<file path="config.mk">
export PLATFORM = sky130hd
export DESIGN_NAME = mmio_timer
export DESIGN_NICKNAME = d
export VERILOG_FILES = /design/src/rtl/mmio_timer.sv
export SDC_FILE = /design/constraint.sdc
export NUM_CORES = 1
export LEC_CHECK = 0
export BUFFER_PORTS_ARGS = -buffer_cell sky130_fd_sc_hd__buf_2
export CELL_PAD_IN_SITES_DETAIL_PLACEMENT = 0
export CELL_PAD_IN_SITES_GLOBAL_PLACEMENT = 1
export CORE_ASPECT_RATIO = 0.5
export CORE_MARGIN = 3
export CORE_UTILIZATION = 33
export CTS_CLUSTER_SIZE = 8
export DETAILED_ROUTE_END_ITERATION = 12
export MAX_ROUTING_LAYER = met4
export PLACE_DENSITY_LB_ADDON = 0.1
export REMOVE_ABC_BUFFERS = 1
export SETUP_SLACK_MARGIN = 0.5
export SYNTH_ARGS = -nofsm -noshare
export SYNTH_HDL_FRONTEND = slang
export SYNTH_SLANG_ARGS = --single-unit
</file>
<file path="constraint.sdc">
create_clock -name clk -period 2.8 [get_ports clk]
set_input_delay 0.42 -clock clk [delete_from_list [all_inputs] [get_ports clk]]
set_output_delay 0.42 -clock clk [all_outputs]
set_load 0.03 [all_outputs]
</file>
<file path="src/rtl/mmio_timer.sv">
// Memory-mapped machine timer: 64-bit mtime with prescaler, 64-bit mtimecmp, level irq.
// Optional MMIO_TIMER_SNAPSHOT_EN adds a shadow of mtime[63:32] captured on MTIME_LO reads.
module mmio_timer #(
    parameter int            AW        = 32,
    parameter int            DW        = 32,
    parameter logic [AW-1:0] BASE_ADDR = 32'h0200_0000
) (
    input  logic          clk,
    input  logic          reset_n,
    input  logic [AW-1:0] address,
    input  logic          read,
    input  logic          write,
    input  logic [DW-1:0] wdata,
    output logic [DW-1:0] rdata,
    output logic          timer_irq
);
    localparam logic [2:0] OFF_MTIME_LO = 3'd0;
    localparam logic [2:0] OFF_MTIME_HI = 3'd1;
    localparam logic [2:0] OFF_CMP_LO   = 3'd2;
    localparam logic [2:0] OFF_CMP_HI   = 3'd3;
    localparam logic [2:0] OFF_CTRL     = 3'd4;
    localparam logic [2:0] OFF_PRESCALE = 3'd5;

    logic [63:0] mtime;
    logic [63:0] mtimecmp;
    logic        en;
    logic [31:0] prescale;
    logic [31:0] cnt;
    logic [31:0] mtime_hi_rd;

    logic        hit;
    logic [2:0]  offset;
    logic        wr;
    logic        tick;
    logic        unused_addr;

    assign hit         = (address[AW-1:5] == BASE_ADDR[AW-1:5]);
    assign offset      = address[4:2];
    assign wr          = write && hit;
    assign tick        = en && (cnt == prescale);
    assign unused_addr = ^address[1:0];

    // A software write to either mtime word wins over the tick in that cycle.
    always_ff @(posedge clk or negedge reset_n) begin
        if (!reset_n) begin
            mtime <= '0;
        end else if (wr && offset == OFF_MTIME_LO) begin
            mtime[31:0] <= wdata;
        end else if (wr && offset == OFF_MTIME_HI) begin
            mtime[63:32] <= wdata;
        end else if (tick) begin
            mtime <= mtime + 64'd1;
        end
    end

    always_ff @(posedge clk or negedge reset_n) begin
        if (!reset_n) begin
            mtimecmp <= '1;
            en       <= 1'b0;
            prescale <= '0;
        end else if (wr) begin
            case (offset)
                OFF_CMP_LO:   mtimecmp[31:0]  <= wdata;
                OFF_CMP_HI:   mtimecmp[63:32] <= wdata;
                OFF_CTRL:     en              <= wdata[0];
                OFF_PRESCALE: prescale        <= wdata;
                default: ;
            endcase
        end
    end

    always_ff @(posedge clk or negedge reset_n) begin
        if (!reset_n) begin
            cnt <= '0;
        end else if (wr && (offset == OFF_MTIME_LO || offset == OFF_MTIME_HI ||
                            offset == OFF_CTRL     || offset == OFF_PRESCALE)) begin
            cnt <= '0;
        end else if (en) begin
            cnt <= tick ? 32'd0 : cnt + 32'd1;
        end
    end

    always_ff @(posedge clk or negedge reset_n) begin
        if (!reset_n) timer_irq <= 1'b0;
        else          timer_irq <= (mtime >= mtimecmp);
    end

`ifdef MMIO_TIMER_SNAPSHOT_EN
    logic [31:0] shadow_hi;

    // Shadow tracks the post-write high word so a following HI read stays coherent.
    always_ff @(posedge clk or negedge reset_n) begin
        if (!reset_n) begin
            shadow_hi <= '0;
        end else if (wr && offset == OFF_MTIME_HI) begin
            shadow_hi <= wdata;
        end else if ((wr && offset == OFF_MTIME_LO) ||
                     (read && hit && offset == OFF_MTIME_LO)) begin
            shadow_hi <= mtime[63:32];
        end
    end

    assign mtime_hi_rd = shadow_hi;
`else
    assign mtime_hi_rd = mtime[63:32];
`endif

    always_comb begin
        rdata = '0;
        if (read && hit) begin
            case (offset)
                OFF_MTIME_LO: rdata = mtime[31:0];
                OFF_MTIME_HI: rdata = mtime_hi_rd;
                OFF_CMP_LO:   rdata = mtimecmp[31:0];
                OFF_CMP_HI:   rdata = mtimecmp[63:32];
                OFF_CTRL:     rdata = {31'd0, en};
                OFF_PRESCALE: rdata = prescale;
                default:      rdata = '0;
            endcase
        end
    end
endmodule

</file>
==> results.md, run 1 <==
* Initial antenna violation count at 1
* Min-delay worst type: in -> reg
* Die Footprint at 41940 µm²
* Global-route wire length before repair at 85850 µm
* Crit path max fanout at 4
* Clock slew at reported path FFs at 0.09 ns
* Largest net degree at the start of global routing at 65
* Leading area contributor after synthesis: dfrtp_1
* Fmax at 366.2 MHz
* Headroom to the max-slew limit at 0.5481
* GRT overflow at 0
* Count of flip-flops with a built-in enable after synthesis at 0
* Synth warnings at 0
* H-Tree Level Count at 4
* Worst Tran Pin Value at 0.6690 ns
* Synth top area share at 0.2503
* Worst path arrival time at 3.12 ns
* PnR worst setup slack at 0.06923 ns
* Final Hold Fails at 0
* Sequential Area at 4941 µm²
* Chip width at 286.7 µm
* DR DRC count at 0
* Area growth, synth to finish at 39.45%
* Final period utilization at 0.9753
* Setup TNS at 0 ns
* CTS Buf Count at 17
* IO Count at 101
* Worst IR Drop VDD at 0.4373 mV
* CTS tree: yes
* Primary FF master, synth: dfrtp_1
* Leakage power at 8.548 nW
* Flop and latch count out of synthesis at 194
* Via Count at 13320
* WS Path Type: reg -> reg
* RSZ-0062 raised after global routing: yes
* Initial core utilization at 0.3411
* Clock buffer depth at 2
* Die height at 146.3 µm
* Max cap viols at 0
* WL/cell at 24.83 µm
* Worst skew pair latency at 0.47 ns
* Cells after Synth at 1518
* DRT Wirelength at 58270 µm
* Tot Pwr at 6.031 mW
* Placed Cells at 2284
* Skew final at 0.01804 ns
* Sequential share of the synthesized area at 0.3797
* Status: complete, no violations
* Dpl ws at -0.1665 ns
* Pins Over Slew Limit at 0
* Root buffer cell: clkbuf_16
* Post-synth cell types at 64
* Port bufs at 98
* Post-Layout Cell Count at 2347
* Syn avg cell area at 8.561 µm²
* Endpoints failing setup at 0
* Nets at 1947
* # rows at 50
* CP endpoint kind: flop
* Core Box Area at 38100 µm²
* Detail-routed via count per cell at 5.674
* Fin crit period at 2.731 ns
* DR pass1 iterations at 6
* Post-Syn Area at 13000 µm²
* DP HPWL at 43880 µm
* CTS sink count at 194
* DR iter-0 viols at 1258
* WP data required at 3.19 ns
* Multi-input logic area at 8496 µm²
* Fillers at 3671
* Vias in the first global route at 12850
* ANT nets after route at 0
* Area contributors post-synth: dfrtp_1, dfstp_2, ha_1
* Total track usage at 0.2857
* Design area at 18120 µm²
* Cell Area, Placed at 15800 µm²
* Layout cells sized above 1 at 0.3532
* CP startpoint kind: flop
* Async set-reset flop share out of synthesis at 1.000
* Final Wtd Congestion at 0.9694
* Power Density at 332.8 nW/µm²
[layout make-up]
class,count,area share
inverter,72,0.01491
clock inverter,12,0.01015
antenna,1,0.0001381
timing repair buffer,363,0.1734
sequential,194,0.2726
tap,520,0.03590
clock buffer,20,0.02409
multi-input combinational,1165,0.4688
[through the flow]
| step | hold slack [ns] | utilization |
|---|---|---|
| floorplan | 0.1244 | - |
| global placement | 0.4779 | 0.4148 |
| detailed placement | 0.4767 | 0.4148 |
| CTS | 0.1787 | 0.4678 |
| global route | 0.1988 | 0.4756 |
| finish | 0.1952 | 0.4757 |
[placed cells by master, fill, tap and decap left out, drive strengths merged, types with 45 or more instances in the layout]
master	count
nand2	158
inv	73
dfstp	64
buf	361
o21ai	96
dfrtp	130
xor2	45
nand3	61
ha	66
a21oi	93
nor2	162
[sequential cells by signal, indices dropped and copies added (netlist names)]
register / cells
mtimecmp: 64
prescale: 32
en: 1
timer_irq: 1
mtime: 64
cnt: 32
[path summary, 6_finish.rpt]
kind / startpoint / to / slack (ns) / cells after the start
worst min register to register: mtimecmp[21] / mtimecmp[21] / 0.52 / 2
worst min-delay path: wdata[12] / mtimecmp[44] / 0.20 / 3
min in group asynchronous: reset_n / mtime[51] / 0.55 / 2
max in group asynchronous: reset_n / mtimecmp[31] / 1.44 / 3
worst max-delay path: cnt[16] / mtime[53] / 0.07 / 8
worst max register to register: cnt[16] / mtime[53] / 0.07 / 8
[cell usage after synthesis (23+ instances only)]
library cell    n
dfstp_2        64
nor4_1         35
inv_1          72
nand4_1        44
nand3_1        61
ha_1           66
dfrtp_1       130
nor3_1         31
clkbuf_1       80
xor2_1         45
o21ai_0        96
mux2i_1        37
nand2_1       158
a21oi_1        93
a22oi_1        23
mux2_2         35
nor2_1        162
[cell families after synthesis]
logic type | synth area share
buf+inv | 0.04602
flops | 0.3797
xor+xnor | 0.04246
mux | 0.05882
fa+ha+maj | 0.06354
simple gates | 0.2225
compound gates | 0.1870
[timing repair]
action                                  CTS  global route
endpoints found under the setup margin  128           128
endpoints found under the hold margin    22             0
hold buffers                              1             0
resized for setup                       260            52
pin swaps                                82            18
setup buffers                            23             3
gates cloned                              3             0
[per-layer routing]
metal	up-vias	track usage	wire length, µm
li1	6154	-	-
met1	6604	0.4188	28510
met2	517	0.3808	23420
met3	43	0.08549	5467
met4	0	0.06180	869
met5	-	-	0
[power breakdown]
group          switching, mW  leakage, nW  internal, mW
logic                  0.302         5.94         0.147
clock network           1.27        0.288          1.51
registers         0.00000486         2.32          2.80
[critical path, cell delays in order (launching register included)]
cell	delay, ns
dfrtp_1	0.45
xor2_1	0.21
nor4b_2	0.27
nand4_1	0.26
or3_4	0.44
buf_6	0.15
or4b_4	0.55
a21oi_2	0.16
a2bb2oi_2	0.15
No activity file was read; power rests on OpenSTA's default activity.
==> run 2, diff against run 1 <==
PLACE_DENSITY = 0.7   (was not set)
PLACE_DENSITY_LB_ADDON = not set   (was 0.1)
==> run 2 against run 1 <==
Final cell count unchanged. Non-clock buffer count increased by 1. Fmax rose by 2.1%. Sequential share of layout area fell by 1.0 points. Clock power down 5%. Critical path depth up 3. Worst hold slack better by 0.022 ns. Routed wire length fell by 5.5%. Power down 2.3%. Largest cell class unchanged. Sequential power barely moved.
==> results.md, run 2 (same netlist as run 1, synthesis figures left out) <==
* Status: complete, no violations
* H-Tree Level Count at 4
* Worst path arrival time at 3.02 ns
* Max cap viols at 0
* GRT overflow at 0
* CP endpoint kind: flop
* Tot Pwr at 5.889 mW
* Worst IR Drop VDD at 0.4509 mV
* Worst Tran Pin Value at 0.5509 ns
* Area growth, synth to finish at 45.31%
* Layout cells sized above 1 at 0.3974
* Dpl ws at -0.1090 ns
* CP startpoint kind: flop
* DR DRC count at 0
* Global-route wire length before repair at 81970 µm
* Initial antenna violation count at 0
* Detail-routed via count per cell at 5.786
* Clock slew at reported path FFs at 0.08 ns
* Sequential Area at 4957 µm²
* CTS sink count at 194
* WP data required at 3.14 ns
* WS Path Type: reg -> reg
* # rows at 50
* Initial core utilization at 0.3411
* Leakage power at 8.705 nW
* Min-delay worst type: in -> reg
* Final Hold Fails at 0
* Post-Layout Cell Count at 2347
* PnR worst setup slack at 0.1265 ns
* IO Count at 101
* Fin util at 0.4957
* CTS tree: yes
* Fin crit period at 2.673 ns
* Final Wtd Congestion at 0.9355
* Worst skew pair latency at 0.47 ns
* Biggest regs: mtime x64, mtimecmp x64
* Fillers at 3532
* Power Density at 311.9 nW/µm²
* Skew final at 0.01293 ns
* Root buffer cell: clkbuf_16
* Hold WS at 0.2168 ns
* Die Footprint at 41940 µm²
* Crit path max fanout at 3
* DR iter-0 viols at 1357
* Pins Over Slew Limit at 0
* Fmax at 374.0 MHz
* DR pass1 iterations at 5
* Total track usage at 0.2655
* Final period utilization at 0.9548
* Core Box Area at 38100 µm²
* Endpoints failing setup at 0
* Vias in the first global route at 12870
* Port bufs at 98
* ANT nets after route at 0
* Most frequent cells in the layout: buf_4, nand2_1, nor2_1, dfrtp_1, buf_6
* Nets at 1948
* Multi-input logic area at 8962 µm²
* Via Count at 13580
* Largest net degree at the start of global routing at 74
* Clock buffer depth at 2
* # diodes at 0
* DRT Wirelength at 55040 µm
* Die height at 146.3 µm
* Chip width at 286.7 µm
* CTS Buf Count at 17
* RSZ-0062 raised after global routing: yes
* DP HPWL at 38860 µm
* Commonest non-fill, non-tap cell in the layout: buf_4
* Headroom to the max-slew limit at 0.6311
* Placed Cells at 2230
* WL/cell at 23.45 µm
[run 2: timing repair]
item,4_1_cts,5_1_grt
cloned,6,2
setup endpoints to repair,159,198
hold buffers,1,0
hold endpoints to repair,28,0
pin swaps,138,66
buffers inserted,48,28
resized for setup,328,120
[run 2: final timing paths]
check	startpoint	end	slack, ns	cells past startpoint
min in group asynchronous	reset_n	prescale[4]	0.47	2
worst max register to register	prescale[13]	mtime[34]	0.13	11
max in group asynchronous	reset_n	mtimecmp[58]	1.49	3
worst min-delay path	wdata[13]	mtimecmp[45]	0.22	3
worst max-delay path	prescale[13]	mtime[34]	0.13	11
worst min register to register	mtimecmp[16]	mtimecmp[16]	0.50	2
[run 2: layer usage]
layer / up-vias / share of wire / routed length (µm) / GRT usage
met4: 0 / 0.020 / 1122 / 0.05209
met3: 70 / 0.089 / 4909 / 0.05008
met5: - / 0 / 0 / -
met1: 6768 / 0.46 / 25460 / 0.3906
met2: 570 / 0.43 / 23550 / 0.3775
li1: 6171 / - / - / -
[run 2: metrics by stage]
| step | instance area (µm²) | TNS (ns) |
|---|---|---|
| finish | 18880 | 0 |
| global route | 18880 | 0 |
| CTS | 18030 | 0 |
| detailed placement | 15460 | -1.034 |
| global placement | 15460 | -0.7915 |
| floorplan | 12670 | -239.70 |
[run 2: area by class of cell]
type                            count  share of cell area
Timing Repair Buffer              364              0.1823
Multi-Input combinational cell   1165              0.4746
Inverter                           72             0.01451
Sequential cell                   194              0.2625
Tap cell                          520             0.03445
Clock buffer                       20             0.02471
Clock inverter                     12            0.006957
[run 2: worst max-delay path: stages (launching register included)]
cell and delay (ns):
dfrtp_2 0.47, xor2_1 0.21, nor4_2 0.30, nand4_1 0.18, buf_4 0.18, buf_6 0.10, buf_6 0.12, nor3_4 0.14
nand4_1 0.20, buf_4 0.21, mux2_4 0.26, o22a_1 0.20
[run 2: power breakdown]
part / switching (mW) / internal (mW) / total [mW]
combinational: 0.295 / 0.152 / 0.447
clock: 1.25 / 1.39 / 2.64
sequential: 0.00000533 / 2.80 / 2.80
